[src/rtl/multi_pulse_generator.sv]
// -----------------------------------------------------------------------------
// multi_pulse_generator
//
// CH independent pulse-train channels. Each channel produces a registered,
// glitch-free output with programmable period (ticks) and high time
// (high_ticks). Three operating modes are available per channel: continuous,
// one-shot, or an N-period burst.
//
// Control semantics: start, stop and ena are plain levels sampled on posedge
// clk; there is no valid/ready back-pressure. A start is accepted only when
// the channel is IDLE, ena=1, stop=0 and the presented configuration is
// usable. Otherwise it is dropped, and the requester may simply hold or
// re-issue it. stop is an unconditional abort and has priority over
// everything else.
//
// Ports:
//   clk        : system clock; all flops are on posedge
//   rst        : asynchronous reset, active low
//   ena        [CH]      : per-channel count enable (0 = pause)
//   start      [CH]      : per-channel start request
//   stop       [CH]      : per-channel synchronous abort
//   mode       [2*CH]    : channel i at [2i+:2]
//                          00 continuous, 01 one-shot, 10 burst, 11 reserved
//   ticks      [N*CH]    : channel i at [Ni+:N]; period in clocks
//   high_ticks [N*CH]    : channel i at [Ni+:N]; high clocks per period
//   burst      [BW*CH]   : channel i at [BWi+:BW]; periods per burst
//   out        [CH]      : registered pulse outputs
//   busy       [CH]      : channel is in RUN (this is the FSM state bit)
//   done       [CH]      : one-cycle completion strobe
// -----------------------------------------------------------------------------
module multi_pulse_generator #(
    parameter int N  = 16,
    parameter int CH = 4,
    parameter int BW = 8
) (
    input  logic              clk,
    input  logic              rst,
    input  logic [CH-1:0]     ena,
    input  logic [CH-1:0]     start,
    input  logic [CH-1:0]     stop,
    input  logic [2*CH-1:0]   mode,
    input  logic [N*CH-1:0]   ticks,
    input  logic [N*CH-1:0]   high_ticks,
    input  logic [BW*CH-1:0]  burst,
    output logic [CH-1:0]     out,
    output logic [CH-1:0]     busy,
    output logic [CH-1:0]     done
);

    typedef enum logic {
        IDLE = 1'b0,
        RUN  = 1'b1
    } state_t;

    localparam logic [1:0] MODE_CONT  = 2'b00;
    localparam logic [1:0] MODE_ONE   = 2'b01;
    localparam logic [1:0] MODE_BURST = 2'b10;
    localparam logic [1:0] MODE_RSVD  = 2'b11;

    for (genvar i = 0; i < CH; i++) begin : g_ch
        state_t         state_q, state_d;
        logic [N-1:0]   cnt_q, cnt_d;
        logic [N-1:0]   tk_q, tk_d;
        logic [N-1:0]   hi_q, hi_d;
        logic [1:0]     md_q, md_d;
        logic [BW-1:0]  bc_q, bc_d;
        logic [BW-1:0]  pc_q, pc_d;
        logic           out_q, out_d;
        logic           done_q, done_d;

        logic [N-1:0]   in_tk;
        logic [N-1:0]   in_hi;
        logic [1:0]     in_md;
        logic [BW-1:0]  in_bc;
        logic           cfg_ok;
        logic           wrap;
        logic [N-1:0]   cnt_inc;
        logic [BW-1:0]  pc_inc;

        assign in_tk = ticks[N*i +: N];
        assign in_hi = high_ticks[N*i +: N];
        assign in_md = mode[2*i +: 2];
        assign in_bc = burst[BW*i +: BW];

        // A configuration is usable when it describes a non-empty period in a
        // defined mode; a burst additionally needs at least one period.
        assign cfg_ok = (in_tk != '0) && (in_md != MODE_RSVD) &&
                        ((in_md != MODE_BURST) || (in_bc != '0));

        // tk_q is never zero while in RUN, so tk_q-1 cannot underflow there.
        assign wrap    = (cnt_q == tk_q - N'(1));
        assign cnt_inc = cnt_q + N'(1);
        assign pc_inc  = pc_q + BW'(1);

        always_ff @(posedge clk or negedge rst) begin
            if (!rst) begin
                state_q <= IDLE;
                cnt_q   <= '0;
                tk_q    <= '0;
                hi_q    <= '0;
                md_q    <= '0;
                bc_q    <= '0;
                pc_q    <= '0;
                out_q   <= 1'b0;
                done_q  <= 1'b0;
            end else begin
                state_q <= state_d;
                cnt_q   <= cnt_d;
                tk_q    <= tk_d;
                hi_q    <= hi_d;
                md_q    <= md_d;
                bc_q    <= bc_d;
                pc_q    <= pc_d;
                out_q   <= out_d;
                done_q  <= done_d;
            end
        end

        always_comb begin
            state_d = state_q;
            cnt_d   = cnt_q;
            tk_d    = tk_q;
            hi_d    = hi_q;
            md_d    = md_q;
            bc_d    = bc_q;
            pc_d    = pc_q;
            out_d   = out_q;
            done_d  = 1'b0;

            if (stop[i]) begin
                state_d = IDLE;
                out_d   = 1'b0;
                cnt_d   = '0;
                pc_d    = '0;
            end else begin
                case (state_q)
                    IDLE: begin
                        if (start[i] && ena[i] && cfg_ok) begin
                            state_d = RUN;
                            tk_d    = in_tk;
                            hi_d    = in_hi;
                            md_d    = in_md;
                            bc_d    = in_bc;
                            cnt_d   = '0;
                            pc_d    = '0;
                            out_d   = (in_hi != '0);
                        end
                    end
                    RUN: begin
                        // ena=0 leaves every default (hold) in place.
                        if (ena[i]) begin
                            if (!wrap) begin
                                cnt_d = cnt_inc;
                                out_d = (cnt_inc < hi_q);
                            end else begin
                                case (md_q)
                                    MODE_ONE: begin
                                        state_d = IDLE;
                                        out_d   = 1'b0;
                                        cnt_d   = '0;
                                        done_d  = 1'b1;
                                    end
                                    MODE_BURST: begin
                                        pc_d = pc_inc;
                                        if (pc_inc == bc_q) begin
                                            state_d = IDLE;
                                            out_d   = 1'b0;
                                            cnt_d   = '0;
                                            done_d  = 1'b1;
                                        end else begin
                                            cnt_d = '0;
                                            out_d = (hi_q != '0);
                                        end
                                    end
                                    default: begin
                                        // Continuous: new parameters only take
                                        // effect here, at a period boundary.
                                        // An unusable input set keeps the
                                        // current configuration running.
                                        cnt_d = '0;
                                        pc_d  = '0;
                                        if (cfg_ok) begin
                                            tk_d  = in_tk;
                                            hi_d  = in_hi;
                                            md_d  = in_md;
                                            bc_d  = in_bc;
                                            out_d = (in_hi != '0);
                                        end else begin
                                            out_d = (hi_q != '0);
                                        end
                                    end
                                endcase
                            end
                        end
                    end
                    default: state_d = IDLE;
                endcase
            end
        end

        assign out[i]  = out_q;
        assign busy[i] = (state_q == RUN);
        assign done[i] = done_q;
    end

endmodule

[config.mk]
export PLATFORM = sky130hd
export DESIGN_NAME = multi_pulse_generator
export DESIGN_NICKNAME = d
export VERILOG_FILES = /design/src/rtl/multi_pulse_generator.sv
export SDC_FILE = /design/constraint.sdc
export NUM_CORES = 1
export LEC_CHECK = 0
export ABC_AREA = 1
export CORE_AREA = 2 2 219 221
export DETAILED_ROUTE_END_ITERATION = 8
export DIE_AREA = 0 0 221 223
export PLACE_DENSITY_LB_ADDON = 0.3
export SETUP_SLACK_MARGIN = 0.15
export SLEW_MARGIN = 20
export SYNTH_ARGS = -nofsm -noshare
export SYNTH_HDL_FRONTEND = slang
export SYNTH_SLANG_ARGS = --single-unit
[constraint.sdc]
create_clock -name clk -period 3.3 [get_ports clk]
set_clock_uncertainty 0.05 [all_clocks]
set_input_delay 0.33 -clock clk [delete_from_list [all_inputs] [get_ports clk]]
set_output_delay 0.33 -clock clk [all_outputs]
set_load 0.1 [all_outputs]
# Word level (Yosys, flattened, before mapping)
# Cells that the tools add are included.
[totals]
ff_bits = 276
inputBits = 182
out_inout_bits = 12
wordCells = 396
[classes]
add_sub_neg = 12
order_cmp = 4
n_eq_ne = 60
mux = 224
bitwise = 8
reduce_logical = 52
[op_table]
columns = ["op", "n"]
rows = [
  ["$mux W16", 56],
  ["$pmux W16 S2", 12],
  ["$mux W8", 36],
  ["$pmux W8 S2", 12],
  ["$reduce_bool A16 Y1", 12],
  ["$add A16 B1 Y16 const B", 4],
  ["$eq A16 B16 Y1", 4],
  ["$lt A16 B16 Y1", 4],
  ["$mux W1", 64],
  ["$sub A16 B1 Y16 const B", 4],
  ["$mux W2", 20],
  ["$ne A2 B2 Y1 const B", 20],
  ["$pmux W1 S2", 20],
  ["$ne A3 B3 Y1 const B", 12],
  ["$add A8 B1 Y8 const B", 4],
  ["$eq A8 B8 Y1", 4],
  ["$reduce_bool A8 Y1", 4],
  ["$reduce_and A6 Y1", 4],
  ["$logic_and A1 B1 Y1", 16],
  ["$ne A2 B1 Y1 const B", 8],
  ["$pmux W2 S2", 4],
  ["$reduce_and A4 Y1", 4],
  ["$ne A3 B2 Y1 const B", 4],
  ["$eq A2 B1 Y1 const B", 4],
  ["5 further kinds", 24],
]

# Longest topological paths before layout
[depth]
depth_word = 9
mapped_depth = 21
ltp_nobuf = 21

# Worst setup path after synthesis
# Ideal clock, no wire load.
[synth_timing]
path_kind = "register -> register"
startpoint = "register g_ch[1].cnt_q[0]"
endpoint = "register g_ch[1].out_q"
setup_time_ns = 0.065
arrival_time_ns = 2.776
t_required_ns = 3.185
path_slack_ns = 0.410
stages_incl_launch_ff = 20
path_buffers = 0
period_less_slack_ns = 2.890
path_cell_list = "dfrtp_1 > ha_1 > nand3_1 > nor3_1 > nand3_1 > nor3_1 > nand3_1 > nor3_1 > xor2_1 > inv_1 > ha_1 > nand2_1 > nor2_1 > a211oi_1 > o21ai_0 > a21oi_1 > a21oi_1 > nand2_1 > nand2_1 > nand2_1"
[synth_between]
elab_chain_cells = 6
elab_cells_between_ends = 7
classes_between = "1 x add/sub; 1 x order compare; 1 x eq/ne; 4 x mux"
[synth_lines]
columns = ["element", "line", "source"]
rows = [
  ["start, declared", "62", "logic [N-1:0] cnt_q, cnt_d;"],
  ["start signal, assigned", "108", "cnt_q <= cnt_d;"],
  ["$add A16 B1 Y16", "92", "assign cnt_inc = cnt_q + N'(1);"],
  ["$lt A16 B16 Y1", "154", "out_d = (cnt_inc < hi_q);"],
  ["$mux W1 *", "152", "if (!wrap) begin"],
  ["$mux W1 *", "151", "if (ena[i]) begin"],
  ["$pmux W1 S2 *", "136", "case (state_q)"],
  ["$mux W1 *", "130", "if (stop[i]) begin"],
  ["end signal, assigned", "114", "out_q <= out_d;"],
  ["end, declared", "68", "logic out_q, out_d;"],
]
# Mark *: on every way between the ends. The rest lies on a longest branch, timed or not. The select of a mux whose other input is x is not followed.
# A chain may end at the register's enable or synchronous reset.

# Worst setup path in the final report
# Same ends and word-level chain as after synthesis.

==> flow_summary.ini <==
[cells_and_area]
nets = 3129
seq_area_mm2 = 0.00691
fillers = 4678
drive_gt1_frac = 0.0581
final_area_mm2 = 0.0227
stdcell_count = 3509
antenna_cells = 0
syn_to_final_growth_pct = 22.3
multi_input_area_mm2 = 0.0103

[placement]
dp_hpwl_um = 37600
gp_congestion = 0.899
pre_cts_slack_ns = -0.203
place_area_mm2 = 0.0212
io_buffers = 193
dp_cells = 3432

[clock_network]
clock_latency_ns = 0.54
cts_tree = done
htreeDepth = 2
clock-sinks = 276
clock_path_buffers = 3
cts_buffers = 36
root_buffer = clkbuf_16
clk_pin_slew_ns = 0.06

[synthesis]
async_flop_share = 1.00
synthFlopType = dfrtp_1
synth-edff-count = 0
synth_most_common_cell = nand2_1
ys_ff_latch = 276
synth_cell_type_count = 36
synthCells = 2673
yosys.area.top_type = dfrtp_1
syn_avg_cell_area_um2 = 6.94
yosys-top-cells-area = dfrtp_1 37%, nand2_1 17%, nand3_1 8.9%, inv_1 6.6%, ha_1 5.4%
yosysSeqAreaShare = 0.372
synth_nets = 2935
synth_top_area_frac = 0.372
yosys-top-cells-count = 854 x nand2_1, 330 x nand3_1, 325 x inv_1, 276 x dfrtp_1, 215 x nor2_1
syn_area_mm2 = 0.0186
synth_warnings = 0

[sta]
fin_crit_ns = 3.15
drv_slew = 0
setup_viol = 0
setup_ws_ns = 0.149
holdWs_ns = 0.320
worst_slew_pin_slew_ns = 0.991
clock.fmax_ghz = 0.317
slew_headroom = 0.334
rsz0062_at_grt = true
final_hold_viol_count = 0
min_period_over_period = 0.955

[setup_path]
cp-start-kind = register
rr_worst_depth = 18
rrSetupSlack_ns = 0.15
endpoint_kind = register
r2r-end = g_ch[1].out_q
worstPathMaxFanout = 6
required_ns = 3.74
r2r_start = g_ch[1].cnt_q[0]
cp.arrival_ns = 3.59
worstSetupPathType = reg -> reg

[floorplanning]
dieHeight_um = 223
ioPinCount = 194
row_count = 80
fp.dieW_um = 221
die-area_mm2 = 0.0493
start_util = 0.394
core_area_mm2 = 0.0471

[routing]
drt_iter0_markers = 1087
num_vias = 17979
wl_um = 49700
drt_first_pass_iters = 5
drc_errors = 0
ant_nets = 0
vias_per_cell = 5.12
wl_per_cell_um = 14.2

[pwr]
vdd_ir_drop_max_uv = 423
leakage_nw = 11.3
p_total_mw = 11.2
p_per_area_mw_per_mm2 = 494

[job]
cap_violations = 0

[grt]
grt.total_usage = 0.200
first_global_vias = 17350
overflow = 0
grt_max_degree = 77
grt_pass1_wl_um = 83000
antenna_found_initial = 0

[min_path]
hold_class = in -> async

[outcome]
status = finished clean
## worst max-delay path by stage
stage                     start            end
2_1_floorplan  g_ch[1].cnt_q[0]  g_ch[1].out_q
3_3_place_gp   g_ch[1].cnt_q[0]  g_ch[1].out_q
3_5_place_dp   g_ch[1].cnt_q[0]  g_ch[1].out_q
4_1_cts        g_ch[1].cnt_q[0]  g_ch[1].out_q
5_1_grt        g_ch[1].cnt_q[0]  g_ch[1].out_q
6_report       g_ch[1].cnt_q[0]  g_ch[1].out_q
## cell type report
cell class                      count  share of cell area
Clock buffer                       58              0.0483
Inverter                          326              0.0539
Timing Repair Buffer              236               0.102
Sequential cell                   276               0.305
Tap cell                          615              0.0339
Multi-Input combinational cell   1991               0.455
Clock inverter                      7             0.00204
## layer usage
metal,track usage,vias to the layer above,wire (um)
met5,0,-,0
met4,0.0587,0,1070
met3,0.0295,75,2640
met2,0.334,458,23200
met1,0.270,8401,22800
li1,-,9045,-
## where the power goes
group,switching [mW],internal [mW]
registers,0.496,3.88
clock network,1.53,2.27
logic,1.84,1.19
total,3.87,7.34
## state kept, by name, summed over array words and instances, names as in the netlist
| name | flops |
|---|---|
| g_ch.cnt_q | 64 |
| g_ch.hi_q | 64 |
| g_ch.tk_q | 64 |
| g_ch.bc_q | 32 |
| g_ch.pc_q | 32 |
| g_ch.md_q | 8 |
| g_ch.done_q | 4 |
| g_ch.out_q | 4 |
| g_ch.state_q | 4 |
## stage by stage
| stage | TNS [ns] | utilization |
|---|---|---|
| 2_1_floorplan | 0 | - |
| 3_3_place_gp | 0 | 0.449 |
| 3_5_place_dp | -0.203 | 0.449 |
| 4_1_cts | 0 | 0.475 |
| 5_1_grt | 0 | 0.481 |
| 6_report | 0 | 0.481 |
## worst max-delay path, cell delays in order (launching register included)
cell	delay, ns
dfrtp_2	0.44
nand3_4	0.11
nor3_4	0.21
nand3_2	0.13
nor3_4	0.22
nand3_2	0.13
nor3_4	0.24
nand2_1	0.09
xnor2_1	0.22
ha_1	0.33
nand2_1	0.10
nor2_1	0.07
a211oi_2	0.22
o21ai_1	0.13
a21oi_2	0.15
a21oi_1	0.08
nand2_1	0.07
nand2_1	0.05
nand2_1	0.05
## logic make-up after synthesis
kind of cell    after synthesis  share of synthesized area
compound gates              198                     0.0594
xor+xnor                    111                     0.0531
fa+ha+maj                    80                     0.0539
buf+inv                     406                     0.0876
flops                       276                      0.372
simple gates               1602                      0.374
## layout by cell type, fill, tap and decap left out, types with 6 or more instances in the layout
| cell | count |
|---|---|
| nand2_2 | 6 |
| nand4_1 | 59 |
| nand3_1 | 320 |
| clkbuf_16 | 37 |
| a21oi_1 | 42 |
| or2_2 | 7 |
| ha_1 | 79 |
| nor4_1 | 37 |
| xor2_1 | 75 |
| nand3_2 | 11 |
| dfrtp_1 | 274 |
| o21ai_0 | 76 |
| nor2_2 | 12 |
| o21bai_1 | 7 |
| o21ai_1 | 19 |
| a211oi_1 | 6 |
| clkbuf_1 | 12 |
| nor2_1 | 210 |
| clkbuf_8 | 9 |
| nor3_4 | 8 |
| nor3_1 | 30 |
| o22ai_1 | 25 |
| buf_4 | 39 |
| xnor2_1 | 34 |
| nand3b_1 | 32 |
| clkdlybuf4s50_1 | 190 |
| inv_1 | 325 |
| nand2_1 | 853 |
| o21a_1 | 6 |
## timing repair
item                                    CTS  global route
gates resized for setup                   9            46
pin swaps                                 0            13
hold endpoints to repair                 72             0
hold buffers                              1             0
endpoints found under the setup margin    2            12
buffers inserted                          0            11
Power figures use the tool's default switching activity.
